<file path="src/rtl/btn_evt_pkg.sv">
// -----------------------------------------------------------------------------
// btn_evt_pkg
// Shared definitions for the pushbutton event arbiter:
//   - btn_evt_state_t : offer FSM state encoding (ST_IDLE / ST_OFFER)
//   - BTN_N_DEFAULT   : default number of pushbutton inputs
//   - BTN_HOLD_DEFAULT / BTN_REPEAT_DEFAULT : default auto-repeat timing
//   - btn_max()       : helper used to size the shared repeat counter
// -----------------------------------------------------------------------------
package btn_evt_pkg;

    typedef enum logic {
        ST_IDLE  = 1'b0,
        ST_OFFER = 1'b1
    } btn_evt_state_t;

    localparam int BTN_N_DEFAULT      = 4;
    localparam int BTN_HOLD_DEFAULT   = 50_000_000;
    localparam int BTN_REPEAT_DEFAULT = 10_000_000;

    function automatic int btn_max(input int a, input int b);
        return (a > b) ? a : b;
    endfunction

endpackage

</file>
<file path="src/rtl/btn_edge_sync.sv">
// -----------------------------------------------------------------------------
// btn_edge_sync
// One pushbutton lane: 2-flop synchronizer followed by a registered
// rising-edge detector. RISE is one cycle wide, three cycles after PB rises.
//
// Ports:
//   CLOCK   in  1  clock, rising edge
//   RESET_N in  1  asynchronous active-low reset
//   PB      in  1  raw asynchronous button level (1 = pressed)
//   LEVEL   out 1  synchronized button level
//   RISE    out 1  one-cycle rising-edge pulse
// -----------------------------------------------------------------------------
module btn_edge_sync (
    input  logic CLOCK,
    input  logic RESET_N,
    input  logic PB,
    output logic LEVEL,
    output logic RISE
);

    logic       sync_p0;
    logic       sync_p1;
    logic       prev_p2;
    logic       rise_p2;
    logic [1:0] warm_cnt;
    logic       armed;

    // The synchronizer flops restart at 0, so a button held through reset
    // release would look like a fresh rise. The detector stays disarmed until
    // prev has loaded the true synced level.
    assign armed = (warm_cnt == 2'd3);

    // Stage p0/p1: two-flop synchronizer
    always_ff @(posedge CLOCK or negedge RESET_N) begin
        if (!RESET_N) begin
            sync_p0 <= 1'b0;
            sync_p1 <= 1'b0;
        end else begin
            sync_p0 <= PB;
            sync_p1 <= sync_p0;
        end
    end

    // Stage p2: registered rising-edge detect
    always_ff @(posedge CLOCK or negedge RESET_N) begin
        if (!RESET_N) begin
            prev_p2  <= 1'b0;
            rise_p2  <= 1'b0;
            warm_cnt <= 2'd0;
        end else begin
            prev_p2 <= sync_p1;
            rise_p2 <= armed & sync_p1 & ~prev_p2;
            if (!armed) begin
                warm_cnt <= warm_cnt + 2'd1;
            end
        end
    end

    assign LEVEL = sync_p1;
    assign RISE  = rise_p2;

endmodule

</file>
<file path="src/rtl/button_event_arbiter.sv">
// -----------------------------------------------------------------------------
// button_event_arbiter
// Turns N_BTN raw pushbuttons into a stream of button-ID events with a
// valid/ready handshake. Each button has a pending flag; a round-robin
// arbiter picks the next pending button after the last one granted.
// A press that arrives while its button is still pending is dropped and
// reported on DROP_PULSE.
//
// Optional feature: define BTN_AUTO_REPEAT_EN to generate auto-repeat
// pulses for the lowest-index held button (first after HOLD_CYCLES, then
// every REPEAT_CYCLES). Without the macro only rising edges make events.
//
// Parameters:
//   N_BTN         number of buttons (2..8)
//   ID_W          event ID width, clog2(N_BTN)
//   HOLD_CYCLES   auto-repeat initial delay
//   REPEAT_CYCLES auto-repeat period
//
// Ports:
//   CLOCK      in  1      clock, rising edge
//   RESET_N    in  1      asynchronous active-low reset
//   PB         in  N_BTN  raw button levels, 1 = pressed
//   EVT_VALID  out 1      event offered
//   EVT_ID     out ID_W   index of the offered button
//   EVT_READY  in  1      consumer accepts the offered event
//   PENDING    out N_BTN  registered per-button pending flags
//   DROP_PULSE out 1      one-cycle pulse when a press is lost
// -----------------------------------------------------------------------------
module button_event_arbiter
    import btn_evt_pkg::*;
#(
    parameter int N_BTN         = BTN_N_DEFAULT,
    parameter int ID_W          = $clog2(N_BTN),
    parameter int HOLD_CYCLES   = BTN_HOLD_DEFAULT,
    parameter int REPEAT_CYCLES = BTN_REPEAT_DEFAULT
) (
    input  logic             CLOCK,
    input  logic             RESET_N,
    input  logic [N_BTN-1:0] PB,
    output logic             EVT_VALID,
    output logic [ID_W-1:0]  EVT_ID,
    input  logic             EVT_READY,
    output logic [N_BTN-1:0] PENDING,
    output logic             DROP_PULSE
);

    btn_evt_state_t   state;
    btn_evt_state_t   state_nxt;

    logic [N_BTN-1:0] sync_lvl;
    logic [N_BTN-1:0] edge_vec;
    logic [N_BTN-1:0] rpt_vec;
    logic [N_BTN-1:0] evt_vec;
    logic [N_BTN-1:0] req_vec;
    logic [N_BTN-1:0] clr_vec;
    logic [N_BTN-1:0] drop_vec;
    logic [N_BTN-1:0] pending_nxt;
    logic [ID_W-1:0]  last_grant;
    logic [ID_W-1:0]  grant_id;
    logic             hs;

    // First requesting index searching upward from last+1, wrapping to 0.
    function automatic logic [ID_W-1:0] rr_pick(input logic [N_BTN-1:0] req,
                                                input logic [ID_W-1:0]  last);
        logic [ID_W-1:0] pick;
        logic            found;
        int              idx;
        pick  = '0;
        found = 1'b0;
        for (int k = 1; k <= N_BTN; k++) begin
            idx = (int'(last) + k) % N_BTN;
            if (!found && req[idx]) begin
                pick  = ID_W'(idx);
                found = 1'b1;
            end
        end
        return pick;
    endfunction

    // Stage p0..p2: per-button synchronizer and edge detector
    for (genvar i = 0; i < N_BTN; i++) begin : g_sync
        btn_edge_sync u_sync (
            .CLOCK   (CLOCK),
            .RESET_N (RESET_N),
            .PB      (PB[i]),
            .LEVEL   (sync_lvl[i]),
            .RISE    (edge_vec[i])
        );
    end

`ifdef BTN_AUTO_REPEAT_EN
    localparam int CNT_MAX = btn_max(HOLD_CYCLES, REPEAT_CYCLES);
    localparam int CNT_W   = $clog2(CNT_MAX + 1);

    logic [CNT_W-1:0] rpt_cnt;
    logic             rpt_trk;
    logic             rpt_phase;
    logic [ID_W-1:0]  rpt_id;
    logic [ID_W-1:0]  held_id;
    logic             any_held;
    logic             rpt_restart;
    logic             rpt_hit;

    // Lowest-index held button owns the single shared counter.
    always_comb begin
        held_id  = '0;
        any_held = 1'b0;
        for (int i = N_BTN - 1; i >= 0; i--) begin
            if (sync_lvl[i]) begin
                held_id  = ID_W'(i);
                any_held = 1'b1;
            end
        end
    end

    // The counter restarts one cycle before the edge pulse (the synced level
    // leads the registered edge by one cycle), so it reads 0 in the edge cycle.
    assign rpt_restart = !rpt_trk || (held_id != rpt_id);
    assign rpt_hit     = any_held && !rpt_restart &&
                         (rpt_cnt == (rpt_phase ? CNT_W'(REPEAT_CYCLES)
                                                : CNT_W'(HOLD_CYCLES)));

    always_ff @(posedge CLOCK or negedge RESET_N) begin
        if (!RESET_N) begin
            rpt_cnt   <= '0;
            rpt_trk   <= 1'b0;
            rpt_phase <= 1'b0;
            rpt_id    <= '0;
        end else if (!any_held) begin
            rpt_cnt   <= '0;
            rpt_trk   <= 1'b0;
            rpt_phase <= 1'b0;
        end else if (rpt_restart) begin
            rpt_cnt   <= '0;
            rpt_trk   <= 1'b1;
            rpt_phase <= 1'b0;
            rpt_id    <= held_id;
        end else if (rpt_hit) begin
            rpt_cnt   <= CNT_W'(1);
            rpt_phase <= 1'b1;
        end else begin
            rpt_cnt   <= rpt_cnt + CNT_W'(1);
        end
    end

    assign rpt_vec = rpt_hit ? (N_BTN'(1) << rpt_id) : '0;
`else
    logic unused_cfg;

    assign rpt_vec    = '0;
    assign unused_cfg = ^{HOLD_CYCLES, REPEAT_CYCLES, sync_lvl};
`endif

    // Repeat pulses behave exactly like edge pulses from here on. In IDLE the
    // arbiter also sees this cycle's pulses, so a fresh press is offered in
    // the same edge that sets its pending flag.
    assign evt_vec     = edge_vec | rpt_vec;
    assign req_vec     = PENDING | evt_vec;
    assign hs          = (state == ST_OFFER) && EVT_READY;
    assign clr_vec     = hs ? (N_BTN'(1) << EVT_ID) : '0;
    assign drop_vec    = evt_vec & PENDING & ~clr_vec;
    assign pending_nxt = (PENDING & ~clr_vec) | evt_vec;
    assign grant_id    = rr_pick(req_vec, last_grant);

    // Pending flags, grant and drop registers
    always_ff @(posedge CLOCK or negedge RESET_N) begin
        if (!RESET_N) begin
            PENDING    <= '0;
            DROP_PULSE <= 1'b0;
            EVT_ID     <= '0;
            last_grant <= ID_W'(N_BTN - 1);
        end else begin
            PENDING    <= pending_nxt;
            DROP_PULSE <= |drop_vec;
            if ((state == ST_IDLE) && (|req_vec)) begin
                EVT_ID <= grant_id;
            end
            if (hs) begin
                last_grant <= EVT_ID;
            end
        end
    end

    always_ff @(posedge CLOCK or negedge RESET_N) begin
        if (!RESET_N) begin
            state <= ST_IDLE;
        end else begin
            state <= state_nxt;
        end
    end

    always_comb begin
        state_nxt = state;
        case (state)
            ST_IDLE:  if (|req_vec)  state_nxt = ST_OFFER;
            ST_OFFER: if (EVT_READY) state_nxt = ST_IDLE;
            default:                 state_nxt = ST_IDLE;
        endcase
    end

    always_comb begin
        EVT_VALID = 1'b0;
        if (state == ST_OFFER) begin
            EVT_VALID = 1'b1;
        end
    end

endmodule

</file>
<file path="config.mk">
export PLATFORM = sky130hd
export DESIGN_NAME = button_event_arbiter
export DESIGN_NICKNAME = d
export VERILOG_FILES = /design/src/rtl/btn_evt_pkg.sv /design/src/rtl/btn_edge_sync.sv /design/src/rtl/button_event_arbiter.sv
export SDC_FILE = /design/constraint.sdc
export NUM_CORES = 1
export LEC_CHECK = 0
export CAP_MARGIN = 25
export CORE_MARGIN = 10
export CORE_UTILIZATION = 45
export DETAILED_ROUTE_END_ITERATION = 16
export PLACE_DENSITY = 0.66
export SKIP_CTS_REPAIR_TIMING = 1
export SYNTH_ARGS = -nofsm -noshare
export SYNTH_HDL_FRONTEND = slang
export SYNTH_HIERARCHICAL = 1
export SYNTH_SLANG_ARGS = --single-unit
</file>
<file path="constraint.sdc">
create_clock -name CLOCK -period 2.05 [get_ports CLOCK]
set_clock_uncertainty 0.15 [all_clocks]
set_input_delay 0.205 -clock CLOCK [delete_from_list [all_inputs] [get_ports CLOCK]]
set_output_delay 0.205 -clock CLOCK [all_outputs]
set_load 0.02 [all_outputs]
</file>
# [Yosys cells after proc, flatten, opt, wreduce, memory -nomap -nowiden]
# Cells that the tools add are included.
[word_totals] latch_bits=0 mem_bits_ro=0 ramBits=0 memories=0 word_cells=103 inputBits=7 reg_bits=34 output_inout_bits=8
[classes] n_reduce_logical=14 addsub=8 mul=0 n_eq_ne=4 n_lt_le_gt_ge=4 shift=1 div=0 bitwise=23 muxes=24
[op_table] operator="$lt 3x4->1 const B" count=4
[op_table] operator="$mux 1" count=14
[op_table] operator="$add 2x1->2 const B" count=6
[op_table] operator="$and 4x4->4" count=3
[op_table] operator="$and 1x1->1" count=8
[op_table] operator="$bmux 1 s2" count=4
[op_table] operator="$eq 2x2->1 const B" count=4
[op_table] operator="$mux 2" count=4
[op_table] operator="$or 4x4->4" count=2
[op_table] operator="$reduce_or 2->1" count=4
[op_table] operator="$reduce_or 4->1" count=2
[op_table] operator="$logic_and 1x1->1" count=5
[op_table] operator="$not 1->1" count=5
[op_table] operator="$add 2x2->2 const B" count=2
[op_table] operator="$and 1x1->1 const A" count=4
[op_table] operator="$mux 4" count=1
[op_table] operator="$not 4->4" count=1
[op_table] operator="$shl 1x2->4 const A" count=1
[op_table] operator="$logic_not 1->1" count=3
[op_table] operator="$pmux 1 s2" count=1

# [Depth between registers and ports, before layout]
# Gate-level depths: netlist of run 1.
[logic_depth] ltp_word=16 ltp_mapped=4 ltp_nobuf=4

# [Hierarchy]
# Netlist of run 1, hierarchy kept.
[modules_own_cells] module="btn_edge_sync" cells_per_inst=10 area_each_um2=196.4 instances=4 seq_area_each_um2=150.1
[modules_own_cells] module="button_event_arbiter" cells_per_inst=51 area_each_um2=513.0 instances=1 seq_area_each_um2=252.7

# [Worst setup path before layout of run 1]
# No wires, ideal clock.
[synth_timing] kind="flip-flop to flip-flop" from="register state" to="register DROP_PULSE" setup_ns=0.130 arrival_time_ns=1.250 path_stages_with_launch=5 path_slack_ns=0.520 path_buffers=0 period_less_slack_ns=1.530 required_ns=1.770 path_cell_list="dfrtp_1 nand2_2 or3_1 a32oi_1 o22ai_1"
[synth_via] elab_chain_len=5
[synth_rtl] item="start: declaration" line="button_event_arbiter.sv:47" rtl="btn_evt_state_t state;"
[synth_rtl] item="start signal: assignment" line="button_event_arbiter.sv:188" rtl="state <= state_nxt;"
[synth_rtl] item="$logic_and 1x1->1" line="button_event_arbiter.sv:159" rtl="assign hs = (state == ST_OFFER) && EVT_READY;"
[synth_rtl] item="$mux 4" line="button_event_arbiter.sv:160" rtl="assign clr_vec = hs ? (N_BTN'(1) << EVT_ID) : '0;"
[synth_rtl] item="$not 4->4" line="button_event_arbiter.sv:161" rtl="assign drop_vec = evt_vec & PENDING & ~clr_vec;"
[synth_rtl] item="$and 4x4->4" line="button_event_arbiter.sv:161"
[synth_rtl] item="$reduce_or 4->1" line="button_event_arbiter.sv:174" rtl="DROP_PULSE <= |drop_vec;"
[synth_rtl] item="end signal: assignment" line="button_event_arbiter.sv:174"
[synth_rtl] item="end: declaration" line="button_event_arbiter.sv:44" rtl="output logic DROP_PULSE"
# No other way between the ends.
# A chain may end at the register's enable or synchronous reset.

# [Final worst setup path of run 1]
[layout_timing] from="register state" to="output EVT_VALID"
[layout_via] elab_chain_len=1
[layout_rtl] item="$mux 1" line="button_event_arbiter.sv:203" rtl="if (state == ST_OFFER) begin"
[layout_rtl] item="end: declaration" line="button_event_arbiter.sv:40" rtl="output logic EVT_VALID,"
# No other way between the ends.

==> out/results.txt, run 1 <==
Final TNS setup = 0 ns
layout cell share with drive strength beyond 1 = 18.4%
mapped cell area = 0.00130 mm^2
most frequent cells in the layout = dfrtp_1, clkdlybuf4s50_1, nor2_1
sequential power share = 50.0%
CTS tree = built
Synthesis Warnings = 6
die width = 73.7 um
Hold Crit Class = input port to async pin
startpoint types = flop
worst slack, placed = 0.276 ns
run status = finished clean
met2 usage = 13.9%
Ports = 15
Int Power = 1.25 mW
RSZ-0062 raised after global routing = no
worst setup margin = 0.210 ns
P per Cell Area = 1150 mW/mm^2
Initial DRC Count = 64
row count = 19
part of the cycle the worst path needs = 89.8%
Layout area overhead = 20.1%
DR DRC count = 0
CTS H-tree lvls = 2
initial antenna violation count = 0
Post-DP HPWL = 1.57 mm
number of global-route vias before repair = 852
vias per cell = 5.57
commonest non-fill, non-tap cell in the layout = dfrtp_1
synthesized net count = 102
CP arrival = 1.49 ns
ys async rst share = 100%
post-synth top area share = 61.7%
Synth Register Bits = 34
Root Buffer = clkbuf_4
Synth area leader = dfrtp_1
Critical Path Max Stage Delay = 0.66 ns
number of synthesized flops with an enable pin = 0
Post-Syn Area per Cell = 14.3 um^2
Initial Utilization = 47.1%
CP Capture Type = primary output
Post-Route WL = 2.22 mm
clock power share = 26.4%
Logic pwr share = 23.6%
gr busiest metal = met2
global-route wire length before repair = 3.87 mm
Top FF cell, synth = dfrtp_1
largest net degree at the start of global routing = 35
Required @ worst endpoint = 1.69 ns
clk_lat worst skew = 0.33 ns
Max FO, Critical Path = 8
utilization after layout = 56.6%
Die ar. = 0.00543 mm^2
Seq/Total Area, Yosys = 65.7%
Area contributors post-synth = dfrtp_1, mux2_4, dfstp_2
Vias = 807
crit-path leading delay family = buffers and inverters
number of max-cap violations = 0
Die Y = 73.7 um
clk buf depth = 2
TritonCTS Buffers = 5
Final #Nets = 124
sw power = 538 uW
Detail Route Antenna Nets = 0
average routed wire per standard cell = 15.3 um
grt met3 use = 4.44%
fin. max-slew vios = 0
clock sink count = 34
Peak supply drop = 0.763 mV
GRT Total Usage = 9.43%
Fin. Hold Viols = 0
Post-Place Cell Area = 0.00149 mm^2
Slowest-stage cell, CP = clkdlybuf4s50_1
Final Critical Period = 1.84 ns
clk slew on worst S/H paths = 0.10 ns
Buffers on Ports = 14
ANT cells = 0
WHS = 0.113 ns
Net Sw Frac = 30.1%
worst-path cell chain = clkdlybuf4s50_1
Worst Max-Slew Pin Slew = 0.481 ns
GR Util met1 = 10.6%
post-route cell area = 0.00156 mm^2
total gr overflow = 0
GPL Wtd Cong = 0.795
Setup Viol. Count Final = 0
Peak Freq = 543 MHz
worst relative slew slack = 67.6%
post-synth cell types = 31
DR pass1 iterations = 4
Worst Setup Path Type = flop to primary output
Core ar. = 0.00276 mm^2
Syn Inst Count = 91
Lkg Pwr = 0.658 nW
CP bufs+invs = 1
layer usage:
| metal | part of all wire [%] | up-vias | wire length, um |
|---|---|---|---|
| met5 | 0 | - | 0 |
| met4 | 2.4 | 0 | 54 |
| met3 | 8.5 | 5 | 188 |
| met2 | 47 | 26 | 1050 |
| met1 | 42 | 400 | 927 |
| li1 | - | 376 | - |
worst paths after layout:
path / start / to / slack (ns) / cells past startpoint
worst min-delay path: RESET_N / g_sync[1].u_sync/warm_cnt[0] / 0.11 / 2
min in group CLOCK: PB[1] / g_sync[1].u_sync/sync_p0 / 0.16 / 1
worst max-delay path: state / EVT_VALID / 0.21 / 1
worst max register to register: PENDING[3] / EVT_ID[1] / 0.38 / 4
worst min register to register: g_sync[1].u_sync/sync_p0 / g_sync[1].u_sync/LEVEL / 0.20 / 0
max in group asynchronous: RESET_N / last_grant[0] / 1.31 / 2
cells in the mapped netlist (all sizes together) (2+ instances only):
master,number
dfrtp,32
mux2,6
nor2,6
a21oi,4
and3b,4
ha,4
nand2,4
xnor2,4
a21o,3
a32oi,2
dfstp,2
nand2b,2
nor4,2
o21ai,2
layout make-up:
| class | count | area [um^2] |
|---|---|---|
| clock inverters | 1 | 30.0 |
| fillers | 237 | 1200 |
| multi-input cells | 57 | 445 |
| well taps | 31 | 38.8 |
| clock buffers | 7 | 45.0 |
| repair buffers | 15 | 148 |
| flip-flops and latches | 34 | 853 |
sequential cells by signal, indices dropped and copies added (netlist names):
name	count
g_sync.u_sync/warm_cnt	8
PENDING	4
g_sync.u_sync/LEVEL	4
g_sync.u_sync/RISE	4
g_sync.u_sync/prev_p2	4
g_sync.u_sync/sync_p0	4
EVT_ID	2
last_grant	2
DROP_PULSE	1
state	1
through the flow:
step | total power [mW] | std cells
after detailed placement | 1.33 | 137
final | 1.79 | 145
after CTS | 1.81 | 145
after floorplan | 1.12 | 91
after global routing | 1.89 | 145
after global placement | 1.32 | 137
kinds of logic (layout without fill, tap and decap cells):
kind of cell    count (synthesis)  count (layout)  share of synthesized area [%]
simple gates                   26              26                           12.5
buf+inv                         0              23                              0
flops                          34              34                           65.7
mux                             6               6                           6.36
xor+xnor                        4               4                           2.70
fa+ha+maj                       4               4                           3.85
compound gates                 17              17                           8.86
power groups by stage:
stage / logic, mW / registers (mW) / clock network, mW
detailed placement: 0.427 / 0.906 / 0
CTS: 0.429 / 0.893 / 0.485
finish: 0.423 / 0.894 / 0.472
global placement: 0.422 / 0.901 / 0
global route: 0.464 / 0.914 / 0.516
floorplan: 0.174 / 0.949 / 0
Note: power is estimated with default switching activity, not from simulation.
==> run 2: changes to the inputs <==
ABC_CLOCK_PERIOD_IN_PS = 2050   (was not set)
==> results of run 2 <==
The final DEF is identical to that of run 1; final timing and power are the same.
